$ cat src/rtl/simple_uart_rx.sv
// rtl/simple_uart_rx.sv - 8N1 UART receiver with framing-error strobe.
// Optional macro SIMPLE_UART_RX_MAJORITY_EN: 2-of-3 majority vote on every sample.
module simple_uart_rx #(
    parameter int CLKS_PER_BIT = 417
) (
    input  logic       clk,
    input  logic       reset,
    input  logic       rx,
    output logic [7:0] rx_data,
    output logic       rx_valid,
    output logic       frame_err,
    output logic       busy
);

    localparam logic [15:0] C_HALF = 16'(CLKS_PER_BIT / 2);
    localparam logic [15:0] C_LAST = 16'(CLKS_PER_BIT - 1);

    typedef enum logic [2:0] {
        S_IDLE,
        S_START,
        S_DATA,
        S_STOP,
        S_BREAK
    } state_t;

    state_t      r_state;
    logic        r_sync1;
    logic        r_sync2;
    logic [15:0] r_cnt;
    logic [2:0]  r_idx;
    logic [7:0]  r_shift;

    logic [15:0] w_m;
    logic        w_at_m;
    logic        w_sample;

    // Decision point: mid start bit while hunting, end of bit period afterwards.
    assign w_m    = (r_state == S_START) ? C_HALF : C_LAST;
    assign w_at_m = (r_cnt == w_m);

`ifdef SIMPLE_UART_RX_MAJORITY_EN
    logic r_tap0;
    logic r_tap1;

    always_ff @(posedge clk) begin
        if (reset) begin
            r_tap0 <= 1'b1;
            r_tap1 <= 1'b1;
        end else begin
            if (r_cnt == w_m - 16'd2) r_tap0 <= r_sync2;
            if (r_cnt == w_m - 16'd1) r_tap1 <= r_sync2;
        end
    end

    assign w_sample = (r_tap0 & r_tap1) | (r_tap0 & r_sync2) | (r_tap1 & r_sync2);
`else
    assign w_sample = r_sync2;
`endif

    always_ff @(posedge clk) begin
        if (reset) begin
            r_sync1 <= 1'b1;
            r_sync2 <= 1'b1;
        end else begin
            r_sync1 <= rx;
            r_sync2 <= r_sync1;
        end
    end

    always_ff @(posedge clk) begin
        if (reset) begin
            r_state   <= S_IDLE;
            r_cnt     <= 16'd0;
            r_idx     <= 3'd0;
            r_shift   <= 8'h00;
            rx_data   <= 8'h00;
            rx_valid  <= 1'b0;
            frame_err <= 1'b0;
            busy      <= 1'b0;
        end else begin
            rx_valid  <= 1'b0;
            frame_err <= 1'b0;
            case (r_state)
                S_IDLE: begin
                    if (!r_sync2) begin
                        r_state <= S_START;
                        r_cnt   <= 16'd0;
                        busy    <= 1'b1;
                    end
                end
                S_START: begin
                    if (w_at_m) begin
                        r_cnt <= 16'd0;
                        if (!w_sample) begin
                            r_state <= S_DATA;
                            r_idx   <= 3'd0;
                        end else begin
                            r_state <= S_IDLE;
                            busy    <= 1'b0;
                        end
                    end else begin
                        r_cnt <= r_cnt + 16'd1;
                    end
                end
                S_DATA: begin
                    if (w_at_m) begin
                        r_cnt   <= 16'd0;
                        r_shift <= {w_sample, r_shift[7:1]};
                        if (r_idx == 3'd7) begin
                            r_state <= S_STOP;
                        end else begin
                            r_idx <= r_idx + 3'd1;
                        end
                    end else begin
                        r_cnt <= r_cnt + 16'd1;
                    end
                end
                S_STOP: begin
                    if (w_at_m) begin
                        r_cnt <= 16'd0;
                        if (w_sample) begin
                            rx_data  <= r_shift;
                            rx_valid <= 1'b1;
                            r_state  <= S_IDLE;
                            busy     <= 1'b0;
                        end else begin
                            frame_err <= 1'b1;
                            r_state   <= S_BREAK;
                        end
                    end else begin
                        r_cnt <= r_cnt + 16'd1;
                    end
                end
                S_BREAK: begin
                    // Line held low past the stop bit: wait for idle before hunting again.
                    if (r_sync2) begin
                        r_state <= S_IDLE;
                        busy    <= 1'b0;
                    end
                end
                default: begin
                    r_state <= S_IDLE;
                    r_cnt   <= 16'd0;
                    busy    <= 1'b0;
                end
            endcase
        end
    end

endmodule

$ cat config.mk
export PLATFORM = sky130hd
export DESIGN_NAME = simple_uart_rx
export DESIGN_NICKNAME = d
export VERILOG_FILES = /design/src/rtl/simple_uart_rx.sv
export SDC_FILE = /design/constraint.sdc
export NUM_CORES = 1
export LEC_CHECK = 0
export CORE_MARGIN = 4
export CORE_UTILIZATION = 62
export DETAILED_ROUTE_END_ITERATION = 10
export PLACE_DENSITY = 0.83
export SYNTH_ARGS = -nofsm -noshare
export SYNTH_HDL_FRONTEND = slang
export SYNTH_SLANG_ARGS = --single-unit
$ cat constraint.sdc
create_clock -name clk -period 3.55 [get_ports clk]
set_input_delay 0.71 -clock clk [delete_from_list [all_inputs] [get_ports clk]]
set_output_delay 0.71 -clock clk [all_outputs]
set_load 0.05 [all_outputs]
# After elaboration in Yosys (flattened, before gate mapping)
# Index checks and enable logic that the tools add are counted.
[classes] n_addsub=2 mul=0 div_mod_pow=0 order_cmp=0 eq_ne=15 shifts=0 n_mux=24 bitwise=4 reduce_logical=11
[op_table] operator="case mux 16 bit (3 select lines)" count=1
[op_table] operator="2-to-1 mux 3 bit" count=11
[op_table] operator="2-to-1 mux 16 bit" count=2
[op_table] operator="adder 16 x 1 -> 16 bit, second input constant" count=1
[op_table] operator="equality test 16 x 9 -> 1 bit" count=1
[op_table] operator="!= test 2 bit, second input constant" count=8
[op_table] operator="case mux 3 bit (5 select lines)" count=1
[op_table] operator="2-to-1 mux 9 bit" count=1
[op_table] operator="equality test 3 x 2 -> 1 bit, second input constant" count=2
[op_table] operator="equality test 3 bit, second input constant" count=2
[op_table] operator="case mux 3 bit (2 select lines)" count=1
[op_table] operator="AND reduction 3 bit" count=2
[op_table] operator="AND reduction 6 bit" count=1
[op_table] operator="OR reduction 3 bit" count=2
[op_table] operator="2-to-1 mux 1 bit" count=5
[op_table] operator="AND reduction 5 bit" count=1
[op_table] operator="inverter 1 bit" count=4
[op_table] operator="case mux 1 bit (4 select lines)" count=1
[op_table] operator="AND reduction 2 bit" count=2
[op_table] operator="adder 3 x 1 -> 3 bit, second input constant" count=1
[op_table] operator="equality test 3 x 1 -> 1 bit, second input constant" count=1
[op_table] operator="zero test 3 bit" count=1
[op_table] operator="2-to-1 mux 2 bit" count=1
[op_table] operator="!= test 2 x 1 -> 1 bit, second input constant" count=1
[op_table] operator="other kinds (2)" count=2
[totals] ff_bits=43 latchBits=0 mem_bits_rw=0 rom_bits=0 in_bits=3 output_inout_bits=11 word_cells=66 mem_count=0

# Logic depth before layout (Yosys ltp)
# Gate-level depths: netlist (run 1).
[depth] ltp_word=5 ltp_mapped=7 depth_no_buf=6

# Worst setup path before layout (run 1)
# No wires, ideal clock.
[synth_timing] kind="register to register" from="register r_cnt[0]" to="register rx_data[0]" setup_ns=0.120 arrival_time_ns=1.815 t_required_ns=3.430 path_slack_ns=1.616 stages_incl_launch_ff=8 path_buffers=1 period_less_slack_ns=1.934 cell_sequence="dfxtp_1 inv_1 ha_1 nor3b_1 nand4_4 or4_1 buf_6 mux2i_1"
[synth_via] elab_chain_len=2
[synth_lines] element="start: declaration" line_no="29" source="logic [15:0] r_cnt;"
[synth_lines] element="start signal: assignment" line_no="102" source="r_cnt <= r_cnt + 16'd1;"
[synth_lines] element="start signal: assignment" line_no="115" source="r_cnt <= r_cnt + 16'd1;"
[synth_lines] element="start signal: assignment" line_no="131" source="r_cnt <= r_cnt + 16'd1;"
[synth_lines] element="equality test 16 x 9 -> 1 bit" line_no="39" source="assign w_at_m = (r_cnt == w_m);"
[synth_lines] element="AND reduction 3 bit (no line)"
[synth_lines] element="end signal: assignment" line_no="122" source="rx_data <= r_shift;"
[synth_lines] element="end: declaration" line_no="9" source="output logic [7:0] rx_data,"
# Every way passes these cells.
# A chain may end at the register's enable or synchronous reset.

# Final worst setup path (run 1)
[layout_timing] from="register r_state[0]" to="register rx_data[7]"
[layout_via] elab_chain_len=4 elab_cells_between_ends=5 cone_classes="eq/ne (3); mux (1); reduce/logical (1)"
[layout_lines] element="start: declaration" line_no="26" source="state_t r_state;"
[layout_lines] element="start signal: assignment" line_no="72" source="r_state <= S_IDLE;"
[layout_lines] element="start signal: assignment" line_no="86" source="r_state <= S_START;"
[layout_lines] element="start signal: assignment" line_no="95" source="r_state <= S_DATA;"
[layout_lines] element="equality test 3 x 1 -> 1 bit" line_no="38" source="assign w_m = (r_state == S_START) ? C_HALF : C_LAST;"
[layout_lines] element="2-to-1 mux 9 bit" line_no="38"
[layout_lines] element="equality test 16 x 9 -> 1 bit" line_no="39"
[layout_lines] element="AND reduction 3 bit (no line) (*)"
# Every way passes the cells marked *; elsewhere a longest branch is shown, timed or not.

==> metrics.yaml, run 1 <==
grt:
  grtUsageTotal_pct: 21.6
  grt_pass1_wl_mm: 7.36
  overflow: 0
  antenna_found_initial: 0
  grt_pass1_vias: 1653
  grt_max_degree: 44
synth:
  ys.flop_type: "dfxtp_1"
  synthArstFlopShare_pct: 0
  synth_seq_area_share_pct: 40.7
  syn_area_um2: 2110
  synth.avg_cell_area_um2: 9.79
  synth_cells: 216
  synth_seq_cells: 43
  yosysWarnings: 0
  synth-edff-count: 0
  yosysUniqueCellTypes: 43
  synth_fp_nets: 223
sta:
  fin_skew_ns: 0.0133
  tns_ns: 0
  slew_headroom_pct: 63.4
  rsz0062_at_grt: "no"
  layout_setup_ws_ns: 1.20
  fmax_ghz: 0.425
  hold_viol: 0
  finalSetupViolations: 0
  whs_ns: 0.434
  fin_crit_sh_pct: 66.3
  drv_slew: 0
  layout_min_cycle_time_ns: 2.35
  tightest_slew_ns: 0.545
route:
  wl_mm: 4.13
  drtIter0Drc: 133
  vias: 1637
  routed_via_density: 6.06
  dr.pass1.iters: 4
  wl_per_cell_um: 15.3
  antenna_left: 0
  drc: 0
final_layout:
  layout.nets: 232
  drive_above_1_share_pct: 9.73
  syn_to_final_growth_pct: 9.64
  antennaDiodeCount: 0
  fin_util_pct: 73.5
power_and_ir_drop:
  power.leakage_nw: 0.851
  powerDensity_nw_per_um2: 344
  vdd_drop_max_v: 0.000273
  report.power.total_mw: 0.797
clock_network:
  insertion_delay_ns: 0.35
  cts.htree.levels: 2
  clock-sinks: 43
  cts_resized: 0
  clockBufferDepth: 2
  numCtsBuffers: 5
  ctsHoldBuffers: 0
  clkTransAtPathRegs_ns: 0.11
  cts_tree: "built"
  root_buffer: "clkbuf_4"
  post-cts-setup-buffers: 0
setup_path:
  path_buf_inv: 0
  reg2reg_depth: 4
  cp_max_fo: 13
  cp.arrival_ns: 2.58
  cp-end-kind: "register"
  r2r-end: "rx_data[7]$_SDFFE_PP0P_"
  worstPathCellList: "nor3b_1 > mux2_4 > or4_1 > mux2i_1"
  cpMaxStageDelayCell: "or4_1"
  crit_type: "register to register"
  r2r_start: "r_state[0]$_SDFFE_PP0P_"
  crit_family: "simple AND/OR/NAND/NOR gates"
  slowest_delay_ns: 0.79
  cp.required_ns: 3.78
  start_kind: "register"
  reg2reg_slack_ns: 1.20
floorplanning:
  dieArea_um2: 4410
  num_rows: 20
  core-area_um2: 3150
  die_w_um: 66.4
  ioPinCount: 14
  dieHeight_um: 66.4
  initial_utilization_pct: 67.1
place:
  dpl_worst_slack_ns: 1.22
  hpwl_mm: 2.86
  port_buffers: 13
  gp_congestion: 0.808
min_path:
  hold_end: "r_sync2$_SDFF_PP1_"
  hold_start: "r_sync1$_SDFF_PP1_"
  hold_path_depth: 1
  hold_path_class: "register to register"
run_status:
  status: "finished, final reports clean"
job:
  max_cap_viol_count: 0
## report_power, final
part,switching (mW),internal (mW)
combinational,0.0252,0.0159
sequential,0.00440,0.485
clock,0.149,0.117
total,0.179,0.618
## registers in the layout, summed over array words and instances, names as in the netlist
register	flops
r_cnt	16
r_shift	8
rx_data	8
r_idx	3
r_state	3
busy	1
frame_err	1
r_sync1	1
r_sync2	1
rx_valid	1
## worst max path at each step
stage                            startpoint                      end  slack (ns)  cells after the start
floorplan             r_cnt[0]$_SDFFE_PP0P_  rx_data[0]$_SDFFE_PP0P_        1.62                      7
global placement    r_state[0]$_SDFFE_PP0P_  rx_data[7]$_SDFFE_PP0P_        1.30                      4
detailed placement  r_state[0]$_SDFFE_PP0P_  rx_data[4]$_SDFFE_PP0P_        1.22                      4
CTS                 r_state[0]$_SDFFE_PP0P_  rx_data[4]$_SDFFE_PP0P_        1.20                      4
global route        r_state[0]$_SDFFE_PP0P_  rx_data[3]$_SDFFE_PP0P_        1.04                      4
finish              r_state[0]$_SDFFE_PP0P_  rx_data[7]$_SDFFE_PP0P_        1.20                      4
## layout by cell type, fill, tap and decap left out, types with 2 or more instances in the layout
cell	n
o21ai_0	8
a21oi_1	3
ha_1	4
mux2i_1	19
or2_2	3
o31ai_1	3
inv_1	5
clkbuf_4	5
nor2_1	8
nand3_1	3
nor3_1	3
clkdlybuf4s50_1	13
nand3b_1	2
a211oi_1	7
and4_1	3
xor2_1	7
nor4_2	2
nand2_1	11
nand2b_1	21
dfxtp_1	43
or4_1	4
or3_1	5
a221oi_1	7
buf_4	3
clkbuf_8	2
nor2b_1	2
and3_1	3
nand4_4	2
nor3b_1	4
o2111ai_1	4
o211ai_1	4
## worst register-to-register path, cell delays in order (launching register included)
cell	delay, ns
dfxtp_1	0.57
nor3b_1	0.30
mux2_4	0.38
or4_1	0.79
mux2i_1	0.20
## routing by layer
layer / GRT usage [%] / wire length [um] / share of wire [%]
met4: 10.2 / 61 / 1.5
met1: 26.5 / 1840 / 45
met5: 0 / 0 / 0
met3: 4.76 / 190 / 4.6
met2: 35.7 / 2030 / 49
## logic make-up (layout without fill, tap and decap cells)
logic type | after synthesis | after routing | share of synthesized area [%]
buf+inv | 19 | 29 | 4.32
compound gates | 39 | 39 | 13.3
simple gates | 82 | 82 | 25.7
fa+ha+maj | 5 | 5 | 2.84
xor+xnor | 7 | 7 | 2.90
flops | 43 | 43 | 40.7
mux | 21 | 21 | 10.2
## cell usage after synthesis, drive strengths merged (4+ instances only)
cell	number	area, um^2
dfxtp	43	861
nand2b	21	131
mux2i	19	190
nand2	11	41.3
nor2	9	36.3
o21ai	9	45.0
a211oi	7	52.6
a221oi	7	61.3
buf	7	46.3
clkbuf	7	26.3
xor2	7	61.3
inv	5	18.8
or3	5	31.3
ha	4	50.1
nor3b	4	30.0
o2111ai	4	35.0
o211ai	4	30.0
or4	4	30.0
## cell type report
type	count	area, um^2
Clock buffer	8	68.8
Sequential cell	43	861
Timing Repair Buffer	16	153
Inverter	5	18.8
Fill cell	269	835
Multi-Input combinational cell	154	1160
Tap cell	44	55.1
## through the flow
step / instances / instance area [um^2]
floorplan: 216 / 2110
global placement: 262 / 2250
detailed placement: 262 / 2250
CTS: 270 / 2320
global route: 270 / 2320
finish: 270 / 2320
Note: power is estimated with default switching activity, not from simulation.
==> inputs of run 2 (changes only) <==
CORE_UTILIZATION = 52   (was 62)
PLACE_DENSITY = 0.74   (was 0.83)
clock period = 2.1 ns   (was 3.55 ns; I/O delays follow)
==> run 2 against run 1 <==
Design area grew 4.9%. Maximum frequency up 16%. Count of clock-buffer cells in the layout fell by 3. Critical endpoint is now r_cnt[10]$_SDFFE_PP0P_. Sequential power up 68%. Hold slack improved by 0.0060 ns. Via count up 3.2%. Clock power grew 88%. Highest routed layer unchanged. Critical path type unchanged. Non-clock buffer count increased by 12.
==> metrics.yaml, run 2 (synthesized netlist as in run 1, its figures left out) <==
final_layout:
  syn_to_final_growth_pct: 15.0
  top_regs: "r_cnt (16), r_shift (8), rx_data (8)"
  fin_util_pct: 64.0  # -9.5 points
  max_flop_register: "r_cnt"
  drive_above_1_share_pct: 15.1  # +5.4 points
  layout.nets: 244  # +5.2%
  largest_reg_flops: 16  # unchanged
  layout_common_cells: "43 x dfxtp_1, 21 x nand2b_1, 19 x mux2i_1, 15 x buf_4, 13 x clkdlybuf4s50_1"
  final_common_cell: "dfxtp_1"
  fillers: 305  # +13%
  multi_input_area_um2: 1170  # +0.32%
  register_area_um2: 861  # unchanged
  antennaDiodeCount: 0  # unchanged
clock_network:
  numCtsBuffers: 5  # unchanged
  cts.htree.levels: 2  # unchanged
  insertion_delay_ns: 0.30  # -0.05 ns
  ctsHoldBuffers: 0  # unchanged
  clkTransAtPathRegs_ns: 0.07  # -0.04 ns
  root_buffer: "clkbuf_8"
  clock-sinks: 43  # unchanged
  clockBufferDepth: 2  # unchanged
  cts_tree: "built"
sta:
  tns_ns: 0  # unchanged
  layout_setup_ws_ns: 0.0777  # -1.12 ns
  drv_slew: 0  # unchanged
  tightest_slew_ns: 0.541  # -0.00341 ns
  finalSetupViolations: 0  # unchanged
  fin_skew_ns: 0.00312  # -0.0102 ns
  slew_headroom_pct: 63.8  # +0.40 points
  hold_viol: 0  # unchanged
  layout_min_cycle_time_ns: 2.02  # -0.330 ns
  rsz0062_at_grt: "yes"
  fin_crit_sh_pct: 96.3  # +30 points
  fmax_ghz: 0.494  # +16%
setup_path:
  r2r_start: "r_state[2]$_SDFFE_PP0P_"
  crit_start: "r_state[2]$_SDFFE_PP0P_"
  start_kind: "register"
  crit_type: "register to register"
  cp_max_fo: 10  # -3
  cp.arrival_ns: 2.22  # -0.36 ns
  reg2reg_slack_ns: 0.08  # -1.12 ns
  cp.required_ns: 2.29  # -1.49 ns
  crit_end: "r_cnt[10]$_SDFFE_PP0P_"
  r2r-end: "r_cnt[10]$_SDFFE_PP0P_"
  cp-end-kind: "register"
  reg2reg_depth: 5  # +1
route:
  vias: 1689  # +3.2%
  antenna_left: 0  # unchanged
  wl_per_cell_um: 15.1  # -1.2%
  wl_mm: 4.32  # +4.6%
  routed_via_density: 5.91  # -2.6%
  drtIter0Drc: 106  # -20%
  drc: 0  # unchanged
  dr.pass1.iters: 4  # unchanged
power_and_ir_drop:
  powerDensity_nw_per_um2: 577  # +68%
  power.leakage_nw: 0.922  # +8.3%
  report.power.total_mw: 1.40  # +76%
  vdd_drop_max_v: 0.000405  # +48%
grt:
  grtUsageTotal_pct: 18.2  # -3.4 points
  grt_pass1_vias: 1630  # -1.4%
  grt_pass1_wl_mm: 7.42  # +0.84%
  antenna_found_initial: 0  # unchanged
  overflow: 0  # unchanged
  grt_max_degree: 43  # -2.3%
place:
  gp_congestion: 0.817  # +1.0%
  hpwl_mm: 3.07  # +7.3%
  port_buffers: 13  # unchanged
  dpl_worst_slack_ns: 0.0194  # -1.20 ns
floorplanning:
  dieArea_um2: 5150  # +17%
  initial_utilization_pct: 55.7  # -11 points
  ioPinCount: 14  # unchanged
  core-area_um2: 3800  # +20%
  num_rows: 22  # +10%
  die_w_um: 71.8  # +8.1%
  dieHeight_um: 71.8  # +8.1%
min_path:
  hold_path_class: "register to register"
job:
  max_cap_viol_count: 0  # unchanged
run_status:
  status: "finished, final reports clean"
run 2: cell types whose count changed in the layout (fill, tap and decap cells not counted), sizes merged:
| cell | delta |
|---|---|
| clkbuf | -3 |
| clkinv | +3 |
| buf | +12 |
run 2: layout make-up:
class	count	share of cell area, %
multi-input cells	154	47.9
repair buffers	28	9.98
well taps	48	2.47
clock buffers	5	2.83
clock inverters	3	0.617
inverters	5	0.772
flip-flops and latches	43	35.4
run 2: repair_timing:
| item | 4_1_cts | 5_1_grt |
|---|---|---|
| pin swaps | 0 | 1 |
| cloned | 0 | 0 |
| resized for setup | 1 | 0 |
| buffers inserted | 0 | 1 |
| setup endpoints to repair | 1 | 3 |
run 2: how the worst min path moves through the flow:
stage / from / end / slack, ns / cells past startpoint
finish: r_sync1$_SDFF_PP1_ / r_sync2$_SDFF_PP1_ / 0.44 / 1
floorplan: r_sync1$_SDFF_PP1_ / r_sync2$_SDFF_PP1_ / 0.39 / 1
global placement: r_sync1$_SDFF_PP1_ / r_sync2$_SDFF_PP1_ / 0.40 / 1
detailed placement: r_sync1$_SDFF_PP1_ / r_sync2$_SDFF_PP1_ / 0.41 / 1
CTS: r_sync1$_SDFF_PP1_ / r_sync2$_SDFF_PP1_ / 0.44 / 1
global route: r_sync1$_SDFF_PP1_ / r_sync2$_SDFF_PP1_ / 0.47 / 1
run 2: worst max-delay path, cell delays in order, from the launching register on:
cell      delay, ns
dfxtp_1        0.32
buf_4          0.17
nor2_2         0.27
o211ai_1       0.29
or4b_1         0.57
a221oi_1       0.30
run 2: report_power, final:
part	switching [mW]	leakage, nW	internal (mW)
clock	0.272	0.0477	0.227
sequential	0.00300	0.347	0.820
combinational	0.0492	0.528	0.0317
run 2: per-stage QoR:
step / hold slack [ns] / instances / area (um^2)
2_1_floorplan: 0.389 / 216 / 2110
3_3_place_gp: 0.403 / 277 / 2340
3_5_place_dp: 0.415 / 277 / 2340
4_1_cts: 0.440 / 285 / 2420
5_1_grt: 0.472 / 286 / 2430
6_report: 0.440 / 286 / 2430
run 2: per-layer routing:
metal  share of wire (%)  vias to the layer above  GRT usage (%)
li1                    -                      842              -
met1                  44                      807           22.0
met2                  50                       33           30.7
met3                 5.0                        7           5.05
met4                 1.4                        0           6.68
met5                   0                        -              0
==> inputs of run 3 (changes only) <==
GPL_ROUTABILITY_DRIVEN = 1   (was default)
==> results of run 3 <==
No change in the layout: final DEF, timing and power equal those of run 2.
